--- src/rtl/tlm_pkg.sv ---
// tlm_pkg: lamp encodings, phase codes, fault codes, monitor states and phase order
// shared by the traffic light monitor.
package tlm_pkg;
    localparam logic [2:0] RED = 3'b100;
    localparam logic [2:0] YEL = 3'b010;
    localparam logic [2:0] GRN = 3'b001;

    localparam logic [2:0] P_NONE = 3'd0;
    localparam logic [2:0] P1 = 3'd1;
    localparam logic [2:0] P2 = 3'd2;
    localparam logic [2:0] P3 = 3'd3;
    localparam logic [2:0] P4 = 3'd4;
    localparam logic [2:0] P5 = 3'd5;
    localparam logic [2:0] P6 = 3'd6;

    typedef enum logic [2:0] {
        F_NONE, F_ENC, F_CONFLICT, F_UNKNOWN, F_SEQ, F_SHORT, F_LONG
    } fault_e;

    typedef enum logic [1:0] {SYNC, TRACK, FAULT} state_e;

    function automatic logic [2:0] next_phase(input logic [2:0] p);
        return (p == P6) ? P1 : p + 3'd1;
    endfunction
endpackage

--- src/rtl/tlm_phase_decode.sv ---
// tlm_phase_decode: maps the four lamp buses back to a phase code and flags
// bad lamp encodings, conflicting greens and unrecognised patterns.
module tlm_phase_decode
    import tlm_pkg::*;
(
    input  logic [2:0] i_m1,
    input  logic [2:0] i_m2,
    input  logic [2:0] i_mt,
    input  logic [2:0] i_s,
    output logic [2:0] o_phase,
    output logic       o_enc_err,
    output logic       o_conflict,
    output logic       o_unknown
);
    logic [11:0] w_bus;

    assign w_bus = {i_m1, i_m2, i_mt, i_s};

    assign o_phase = (w_bus == {GRN, GRN, RED, RED}) ? P1 :
                     (w_bus == {GRN, YEL, RED, RED}) ? P2 :
                     (w_bus == {GRN, RED, RED, RED}) ? P3 :
                     (w_bus == {YEL, RED, YEL, RED}) ? P4 :
                     (w_bus == {RED, RED, YEL, GRN}) ? P5 :
                     (w_bus == {RED, RED, YEL, RED}) ? P6 : P_NONE;

    assign o_enc_err  = !($onehot(i_m1) && $onehot(i_m2) && $onehot(i_mt) && $onehot(i_s));
    // side street must be red while either main is live; turn must be red while M2 is live
    assign o_conflict = (i_s != RED && (i_m1 != RED || i_m2 != RED)) || (i_mt != RED && i_m2 != RED);
    assign o_unknown  = !o_enc_err && !o_conflict && o_phase == P_NONE;
endmodule

--- src/rtl/traffic_light_monitor.sv ---
// traffic_light_monitor: conflict/timing monitor that latches the first lamp fault.
// Optional failsafe flash outputs are enabled with TLM_FLASH_EN.
module traffic_light_monitor
    import tlm_pkg::*;
#(
    parameter int DWELL_P1 = 8,
    parameter int DWELL_P2 = 3,
    parameter int DWELL_P3 = 6,
    parameter int DWELL_P4 = 6,
    parameter int DWELL_P5 = 4,
    parameter int DWELL_P6 = 3,
    parameter int CNT_W    = 5
`ifdef TLM_FLASH_EN
    ,
    parameter int FLASH_DIV = 4
`endif
) (
    input  logic             clk,
    input  logic             rst,
    input  logic [2:0]       light_M1,
    input  logic [2:0]       light_M2,
    input  logic [2:0]       light_MT,
    input  logic [2:0]       light_S,
    input  logic             fault_clear,
    output logic [2:0]       phase_o,
    output logic [CNT_W-1:0] dwell_o,
    output logic             in_sync,
    output logic             cycle_done,
    output logic             fault,
    output logic [2:0]       fault_code,
    output logic [2:0]       fault_phase
`ifdef TLM_FLASH_EN
    ,
    output logic [2:0]       safe_M1,
    output logic [2:0]       safe_M2,
    output logic [2:0]       safe_MT,
    output logic [2:0]       safe_S
`endif
);
    logic [2:0]       w_phase;
    logic             w_enc_err, w_conflict, w_unknown, w_same;
    logic [CNT_W-1:0] w_exp, w_dwell_nxt;
    fault_e           w_seq, w_code;
    state_e           r_state, w_state_nxt;
    logic [2:0]       r_prev;

    tlm_phase_decode u_dec (
        .i_m1      (light_M1),
        .i_m2      (light_M2),
        .i_mt      (light_MT),
        .i_s       (light_S),
        .o_phase   (w_phase),
        .o_enc_err (w_enc_err),
        .o_conflict(w_conflict),
        .o_unknown (w_unknown)
    );

    assign w_exp = (r_prev == P1) ? CNT_W'(DWELL_P1) :
                   (r_prev == P2) ? CNT_W'(DWELL_P2) :
                   (r_prev == P3) ? CNT_W'(DWELL_P3) :
                   (r_prev == P4) ? CNT_W'(DWELL_P4) :
                   (r_prev == P5) ? CNT_W'(DWELL_P5) :
                   (r_prev == P6) ? CNT_W'(DWELL_P6) : '0;

    // dwell restarts at 1 on any phase change and saturates rather than wrapping
    assign w_same      = w_phase == r_prev;
    assign w_dwell_nxt = !w_same ? CNT_W'(1) : (&dwell_o) ? dwell_o : dwell_o + 1'b1;

    assign w_seq = (r_state != TRACK) ? F_NONE :
                   w_same ? ((w_dwell_nxt > w_exp) ? F_LONG : F_NONE) :
                   (w_phase == next_phase(r_prev)) ? ((dwell_o < w_exp) ? F_SHORT : F_NONE) : F_SEQ;

    assign w_code = (r_state == FAULT) ? F_NONE :
                    w_enc_err  ? F_ENC :
                    w_conflict ? F_CONFLICT :
                    w_unknown  ? F_UNKNOWN : w_seq;

    assign w_state_nxt = fault_clear ? SYNC :
                         (w_code != F_NONE) ? FAULT :
                         (r_state == SYNC && w_phase == P1 && r_prev == P6) ? TRACK : r_state;

`ifdef TLM_FLASH_EN
    localparam int FW = $clog2(2 * FLASH_DIV);
    logic [FW-1:0] r_flash, w_flash_nxt;
    logic [2:0]    w_flash_lamp;

    assign w_flash_nxt  = (r_state != FAULT || r_flash == FW'(2 * FLASH_DIV - 1)) ? '0 : r_flash + 1'b1;
    assign w_flash_lamp = (w_flash_nxt < FW'(FLASH_DIV)) ? RED : 3'b000;
`endif

    always_ff @(posedge clk or posedge rst) begin
        if (rst) begin
            r_state     <= SYNC;
            r_prev      <= P6;
            phase_o     <= '0;
            dwell_o     <= '0;
            in_sync     <= 1'b0;
            cycle_done  <= 1'b0;
            fault       <= 1'b0;
            fault_code  <= '0;
            fault_phase <= '0;
`ifdef TLM_FLASH_EN
            r_flash     <= '0;
            safe_M1     <= '0;
            safe_M2     <= '0;
            safe_MT     <= '0;
            safe_S      <= '0;
`endif
        end else begin
            r_state    <= w_state_nxt;
            r_prev     <= w_phase;
            phase_o    <= w_phase;
            dwell_o    <= w_dwell_nxt;
            in_sync    <= w_state_nxt == TRACK;
            cycle_done <= r_state == TRACK && w_state_nxt == TRACK && r_prev == P6 && w_phase == P1;
            if (fault_clear) begin
                fault       <= 1'b0;
                fault_code  <= '0;
                fault_phase <= '0;
            end else if (w_code != F_NONE) begin
                fault       <= 1'b1;
                fault_code  <= w_code;
                fault_phase <= r_prev;
            end
`ifdef TLM_FLASH_EN
            r_flash <= (w_state_nxt == FAULT) ? w_flash_nxt : '0;
            safe_M1 <= (w_state_nxt == FAULT) ? w_flash_lamp : light_M1;
            safe_M2 <= (w_state_nxt == FAULT) ? w_flash_lamp : light_M2;
            safe_MT <= (w_state_nxt == FAULT) ? w_flash_lamp : light_MT;
            safe_S  <= (w_state_nxt == FAULT) ? w_flash_lamp : light_S;
`endif
        end
    end
endmodule

--- config.mk ---
export PLATFORM = sky130hd
export DESIGN_NAME = traffic_light_monitor
export DESIGN_NICKNAME = d
export VERILOG_FILES = /design/src/rtl/tlm_pkg.sv /design/src/rtl/tlm_phase_decode.sv /design/src/rtl/traffic_light_monitor.sv
export SDC_FILE = /design/constraint.sdc
export NUM_CORES = 1
export LEC_CHECK = 0
export BUFFER_PORTS_ARGS = -buffer_cell sky130_fd_sc_hd__buf_2
export CORE_AREA = 10 10 71 73
export DETAILED_ROUTE_END_ITERATION = 12
export DIE_AREA = 0 0 81 83
export PLACE_DENSITY = 0.82
export SETUP_SLACK_MARGIN = 0.05
export SLEW_MARGIN = 20
export SYNTH_ARGS = -nofsm -noshare
export SYNTH_HDL_FRONTEND = slang
export SYNTH_SLANG_ARGS = --single-unit
--- constraint.sdc ---
create_clock -name clk -period 3.05 [get_ports clk]
set_input_delay 0.1525 -clock clk [delete_from_list [all_inputs] [get_ports clk]]
set_output_delay 0.1525 -clock clk [all_outputs]
set_load 0.005 [all_outputs]
After elaboration in Yosys (flattened, before gate mapping)
Cells that the tools add are included.
Widths: inputs -> output; s select.
Word-level totals
  bits in registers: 22
  input port bits: 15
  output and inout port bits: 17
Cells by class
  add/subtract/negate cells: 10
  magnitude comparators: 2
  equal/unequal tests: 27
  multiplexer cells: 33
  reduce and logical (&&, ||, !) cells: 20
Operators with widths (count)
  $mux 3: 24
  $eq 12x10->1 const B: 3
  $eq 12x12->1 const B: 2
  $eq 12x11->1 const B: 1
  $eq 2x1->1 const B: 6
  $logic_and 1x1->1: 12
  $ne 3x3->1 const B: 4
  $mux 5: 2
  $eq 3x3->1 const B: 3
  $add 1x1->2: 4
  $add 2x1->2: 4
  $mux 2: 4
  $eq 3x1->1 const B: 2
  $eq 3x2->1 const B: 2
  $eq 3x3->1: 2
  $add 5x1->5 const B: 1
  $gt 5x4->1: 1
  $lt 5x4->1: 1
  $reduce_and 5->1: 1
  $mux 4: 1
  $add 3x1->3 const B: 1
  $logic_not 3->1: 1
  $reduce_bool 3->1: 1
  $eq 2x2->1 const B: 1
  other kinds (6): 8

Logic depth before layout (Yosys ltp)
  depth after elaboration: 24
  depth in mapped cells: 18

Modules after synthesis
A second synthesis with hierarchy kept.
Unflattened totals
  cell total of the unflattened synthesis: 166
  area, all modules: 1624.1 sq um
Modules (own cells, without submodules)
  traffic_light_monitor: times used 1, cells an instance 125, area an instance 1277.5 sq um
  tlm_phase_decode: times used 1, cells an instance 41, area an instance 346.6 sq um

Least setup slack after synthesis
Ideal clock, no wire load.
  path type: input to register
  start point: input port light_M2[1]
  end point: register in_sync
  arrival time: 3111 ps
  required time: 2954 ps
  setup slack: -157 ps
  cell stages on the path: 15
  path buffers: 0
  cells stage by stage: and2b_2 and4_1 or3_1 a211oi_1 or2_4 nand2_1 a21oi_1 ha_1 o21ai_0 a21oi_1 o21ai_0 a21oi_1 a221oi_4 nand3_2 nor4_2
Between the ends
  cells in the longest elaborated chain, start to end: 21
  elaborated cells on any way between the ends: 47
  classes of those cells: 2 x add/sub; 1 x order compare; 12 x eq/ne; 18 x mux; 14 x reduce/logical
Ends and longest elaborated chain
  start: declaration: RTL line traffic_light_monitor.sv:21  | input logic [2:0] light_M2,
  $eq 12x12->1: RTL line tlm_phase_decode.sv:24  | (w_bus == {RED, RED, YEL, RED}) ? P6 : P_NONE;
  $mux 3: RTL line tlm_phase_decode.sv:24
  $mux 3: RTL line tlm_phase_decode.sv:23  | (w_bus == {RED, RED, YEL, GRN}) ? P5 :
  $mux 3: RTL line tlm_phase_decode.sv:22  | (w_bus == {YEL, RED, YEL, RED}) ? P4 :
  $mux 3: RTL line tlm_phase_decode.sv:21  | (w_bus == {GRN, RED, RED, RED}) ? P3 :
  $mux 3: RTL line tlm_phase_decode.sv:20  | (w_bus == {GRN, YEL, RED, RED}) ? P2 :
  $mux 3 (*): RTL line tlm_phase_decode.sv:19  | assign o_phase = (w_bus == {GRN, GRN, RED, RED}) ? P1 :
  $eq 3x3->1 (*): RTL line traffic_light_monitor.sv:66  | assign w_same = w_phase == r_prev;
  [... 1 more ...]
  via w_dwell_nxt[2]: RTL line traffic_light_monitor.sv:42  | logic [CNT_W-1:0] w_exp, w_dwell_nxt;
  [... 4 more ...]
  $mux 3 (*): RTL line traffic_light_monitor.sv:76  | w_unknown ? F_UNKNOWN : w_seq;
  $mux 3 (*): RTL line traffic_light_monitor.sv:75  | w_conflict ? F_CONFLICT :
  $mux 3 (*): RTL line traffic_light_monitor.sv:74  | w_enc_err ? F_ENC :
  $mux 3 (*): RTL line traffic_light_monitor.sv:73  | assign w_code = (r_state == FAULT) ? F_NONE :
  $reduce_bool 3->1 (*): RTL line traffic_light_monitor.sv:79  | (w_code != F_NONE) ? FAULT :
  $mux 2 (*): RTL line traffic_light_monitor.sv:79
  $mux 2 (*): RTL line traffic_light_monitor.sv:78  | assign w_state_nxt = fault_clear ? SYNC :
  $eq 2x1->1 (*): RTL line traffic_light_monitor.sv:114  | in_sync <= w_state_nxt == TRACK;
  end signal: assignment: RTL line traffic_light_monitor.sv:97  | in_sync <= 1'b0;
  end signal: assignment: RTL line traffic_light_monitor.sv:114
  end: declaration: RTL line traffic_light_monitor.sv:27  | output logic in_sync,
The timed path passes the listed nets; every way through them passes the cells marked *.
A chain may end at the register's enable or synchronous reset.

Worst setup path in the final report
  start point: input port light_M2[0]
  end point: register fault_phase[1]
Between the ends
  cells in the longest elaborated chain, start to end: 19
  elaborated cells on any way between the ends: 41
  classes of those cells: 2 x add/sub; 1 x order compare; 10 x eq/ne; 15 x mux; 13 x reduce/logical
Ends and longest elaborated chain
  $eq 12x12->1: RTL line tlm_phase_decode.sv:24
  $mux 3: RTL line tlm_phase_decode.sv:24
  $mux 3: RTL line tlm_phase_decode.sv:23
  $mux 3: RTL line tlm_phase_decode.sv:22
  $mux 3: RTL line tlm_phase_decode.sv:21
  $mux 3: RTL line tlm_phase_decode.sv:20
  $mux 3 (*): RTL line tlm_phase_decode.sv:19
  $eq 3x3->1 (*): RTL line traffic_light_monitor.sv:66
  [... 1 more ...]
  via w_dwell_nxt[1]: RTL line traffic_light_monitor.sv:42
  [... 1 more ...]
  $mux 3 (*) (2 in series): RTL line traffic_light_monitor.sv:70  | w_same ? ((w_dwell_nxt > w_exp) ? F_LONG : F_NONE) :
  $mux 3 (*): RTL line traffic_light_monitor.sv:69  | assign w_seq = (r_state != TRACK) ? F_NONE :
  $mux 3 (*): RTL line traffic_light_monitor.sv:76
  $mux 3 (*): RTL line traffic_light_monitor.sv:75
  $mux 3 (*): RTL line traffic_light_monitor.sv:74
  $mux 3 (*): RTL line traffic_light_monitor.sv:73
  $reduce_bool 3->1 (*): RTL line traffic_light_monitor.sv:120  | end else if (w_code != F_NONE) begin
  $reduce_bool 2->1 (no source line) (*)
  end signal: assignment: RTL line traffic_light_monitor.sv:123  | fault_phase <= r_prev;
  end: declaration: RTL line traffic_light_monitor.sv:31  | output logic [2:0] fault_phase
Marked as above.

==> metrics <==
Placer Congestion=0.938; CP top delay family=compound AO/OA/AOI/OAI gates; Pleak=between 1 and 1.5 nW; CP cell instances=buf_8 > nor4b_4 > nand2_2 > o32ai_4 > buf_6 > a211oi_4 > or2_4 > nand2_8 > nor2_4 > ha_4 > nand2b_4 > a21oi_2 > o21ai_2 > nand3_1 > o21ba_4 > a211o_4 > buf_6 > a31o_1 > a21oi_1; reg2reg path depth=11; Final period util=104%; register area=between 500 and 600 µm²; vias per cell=5.83; WL/cell=~19 µm; Mapped Area=1760 µm²; post-DP HPWL=between 3000 and 4000 µm; fmax=between 300 and 400 MHz; GRT Util Overall=between 10% and 20%; most common cell in the netlist=inv_1; area occupied by multi-input gates=1410 µm²; CP peak stage delay=roughly 0.38 ns; Slew @ Worst Pin=roughly 0.80 ns; later-pin clock latency in the skew report=0.27 ns; switching power=around 0.52 mW; Reg clk slew, reported paths=~0.080 ns; first-pass GRT wire length=8820 µm; filler cell count=approximately 230; CTS tree=yes; die height=83 µm; Post-synth EDFFs=0; Synth Flop Type=dfrtp_1; syn_nets=217; post-route cell area=2740 µm²; main area contributors after synthesis=dfrtp_1 (27%), ha_1 (6.4%), a21oi_1 (4.5%); Post-synth ARST share=between 90% and 100%; synthesis-to-layout area growth=55.0%; # diodes=0; core area=about 3600 µm²; final hold violations=0; min setup slack post-route=-0.117 ns; Internal=0.835 mW; YS warnings=0; Top cell by count, worst path=buf_6; Slew headroom=between 40% and 50%; cts bufs inserted=3; Seq cells post-synth=21; cell count after placement=300; antenna violations before repair=0; count of pins over their slew limit=0; CP arrival=around 3.4 ns; Worst Path Buf+Inv=3; routed via count=1876; Max clock buf depth=2; largest net degree at the start of global routing=22; Remaining DRCs=0; vias in the first global route=about 1900; final wirelength=just over 6000 µm; Startpoint Class=input port; Starting Density=between 40% and 50%; Mapped Avg Cell Area=a little over 9 µm²; RSZ-0062 raised after global routing=yes; failing checks=setup timing; Tmin final=approximately 3.2 ns; clock root cell=clkbuf_8; cell taking the most area after synthesis=dfrtp_1; H-tree Lvls=1; Hold Worst Slack=approximately 0.025 ns; Synth top cells by count=inv_1 (21), dfrtp_1 (19), a21oi_1 (16); Max Fanout on Critical Path=5; GR Overflow Total=0; Cells after Synth=between 150 and 200; worst hold path type=input port to async pin; combinational power share=between 50% and 60%; Clk pwr share=13.8%; critical path type=input port to flip-flop; clk sinks=21; PortBufs=31; dpl ws=-0.342 ns; Distinct cells, synth=53; post-layout instance count excluding filler cells=322; Placement Cell Area=about 2300 µm²; CP Capture Type=flip-flop; Max Cap Viol=0; TritonRoute pass-1 iters=4; Max Clock Skew=0.00631 ns; share of cells above drive strength 1=between 50% and 60%; Layout Nets=around 300; row count=22; Die Footprint=6720 µm²; Routed Antenna Nets=0; # IOs=32; P per Cell Area=between 400 and 500 nW/µm²; Switching Share=38.4%; 1st-iter DRT viols=161; Final Core Density=between 70% and 80%; status=finished with violations; maximum vdd drop=0.376 mV; Sequential Power Share=27.3%; Final setup violation count=10; sequential-to-total area share from yosys stat=29.9%; CP max-delay cell=nor4b_4; required time worst endpoint=between 3 and 4 ns; Die Wd=approximately 81 µm; CP Depth=19; Synth top area share=a little over a quarter
layout make-up:
type	count	area share (%)
Clock buffer	4	1.65
Sequential cell	21	19.3
Multi-Input combinational cell	143	51.6
Tap cell	48	2.20
Inverter	21	2.88
Timing Repair Buffer	85	22.3
state kept, by name, summed over array words and instances, names as in the netlist:
name	cells
phase_o	2
fault_code	3
in_sync	1
r_state	2
cycle_done	1
dwell_o	5
r_prev	3
fault	1
fault_phase	3
final timing paths:
kind                             start        endpoint  slack (ns)
setup / recovery           light_M2[0]  fault_phase[1]       -0.12
hold / removal                     rst      dwell_o[0]        0.03
setup reg to reg             r_prev[2]  fault_phase[1]       -0.07
hold reg to reg             r_state[1]         in_sync        0.50
max in group asynchronous          rst       r_prev[0]        2.52
min in group clk           fault_clear      r_state[1]        0.23
cell usage in the layout, fill, tap and decap left out, types with 3 or more instances in the layout:
cell type / n
buf_4: 49
buf_2: 28
inv_1: 20
dfrtp_1: 19
nand2_1: 10
nand3_1: 9
nand4_1: 9
nor2_1: 8
a21oi_1: 7
a21oi_2: 7
buf_6: 6
ha_1: 5
a211oi_1: 4
fa_1: 4
nor4b_4: 3
xor2_1: 3
o21ai_1: 3
o21ai_2: 3
a31o_1: 3
ha_4: 3
clkbuf_8: 3
power by group through the flow:
stage | Clock [mW] | Combinational (mW) | Sequential [mW]
after floorplan | 0 | 0.306 | 0.368
after global placement | 0 | 0.486 | 0.369
after detailed placement | 0 | 0.506 | 0.374
after CTS | 0.190 | 0.527 | 0.368
after global routing | 0.198 | 0.876 | 0.375
final | 0.187 | 0.799 | 0.370
kinds of logic after synthesis:
family	Yosys count	share of synthesized area, %
AND/OR/NAND/NOR	76	27.5
AO/OA/AOI/OAI	48	21.8
buffers and inverters	25	6.74
flip-flops	21	29.9
adder cells (fa/ha/maj)	13	10.9
XOR/XNOR	5	2.48
multiplexers	1	0.567
layer usage:
metal | global-route usage, % | vias to the layer above | wire [µm]
met4 | 3.76 | 0 | 149
met3 | 3.13 | 17 | 317
met2 | 26.2 | 54 | 3040
li1 | - | 870 | -
met5 | 0 | - | 0
met1 | 20.1 | 935 | 2570
per-stage QoR:
step / total power, mW / setup TNS, ns
after floorplan: 0.674 / 0
after global placement: 0.855 / -2.70
after detailed placement: 0.880 / -3.02
after CTS: 1.08 / 0
after global routing: 1.45 / -2.23
final: 1.36 / -0.606
what timing repair did:
item                       in CTS  in global routing
gates resized for setup        25                 36
buffers inserted                6                 11
hold buffers                    0                  0
cloned                          1                  0
setup endpoints to repair      11                 11
pin swaps                      19                 23
Note: power is estimated with default switching activity, not from simulation.
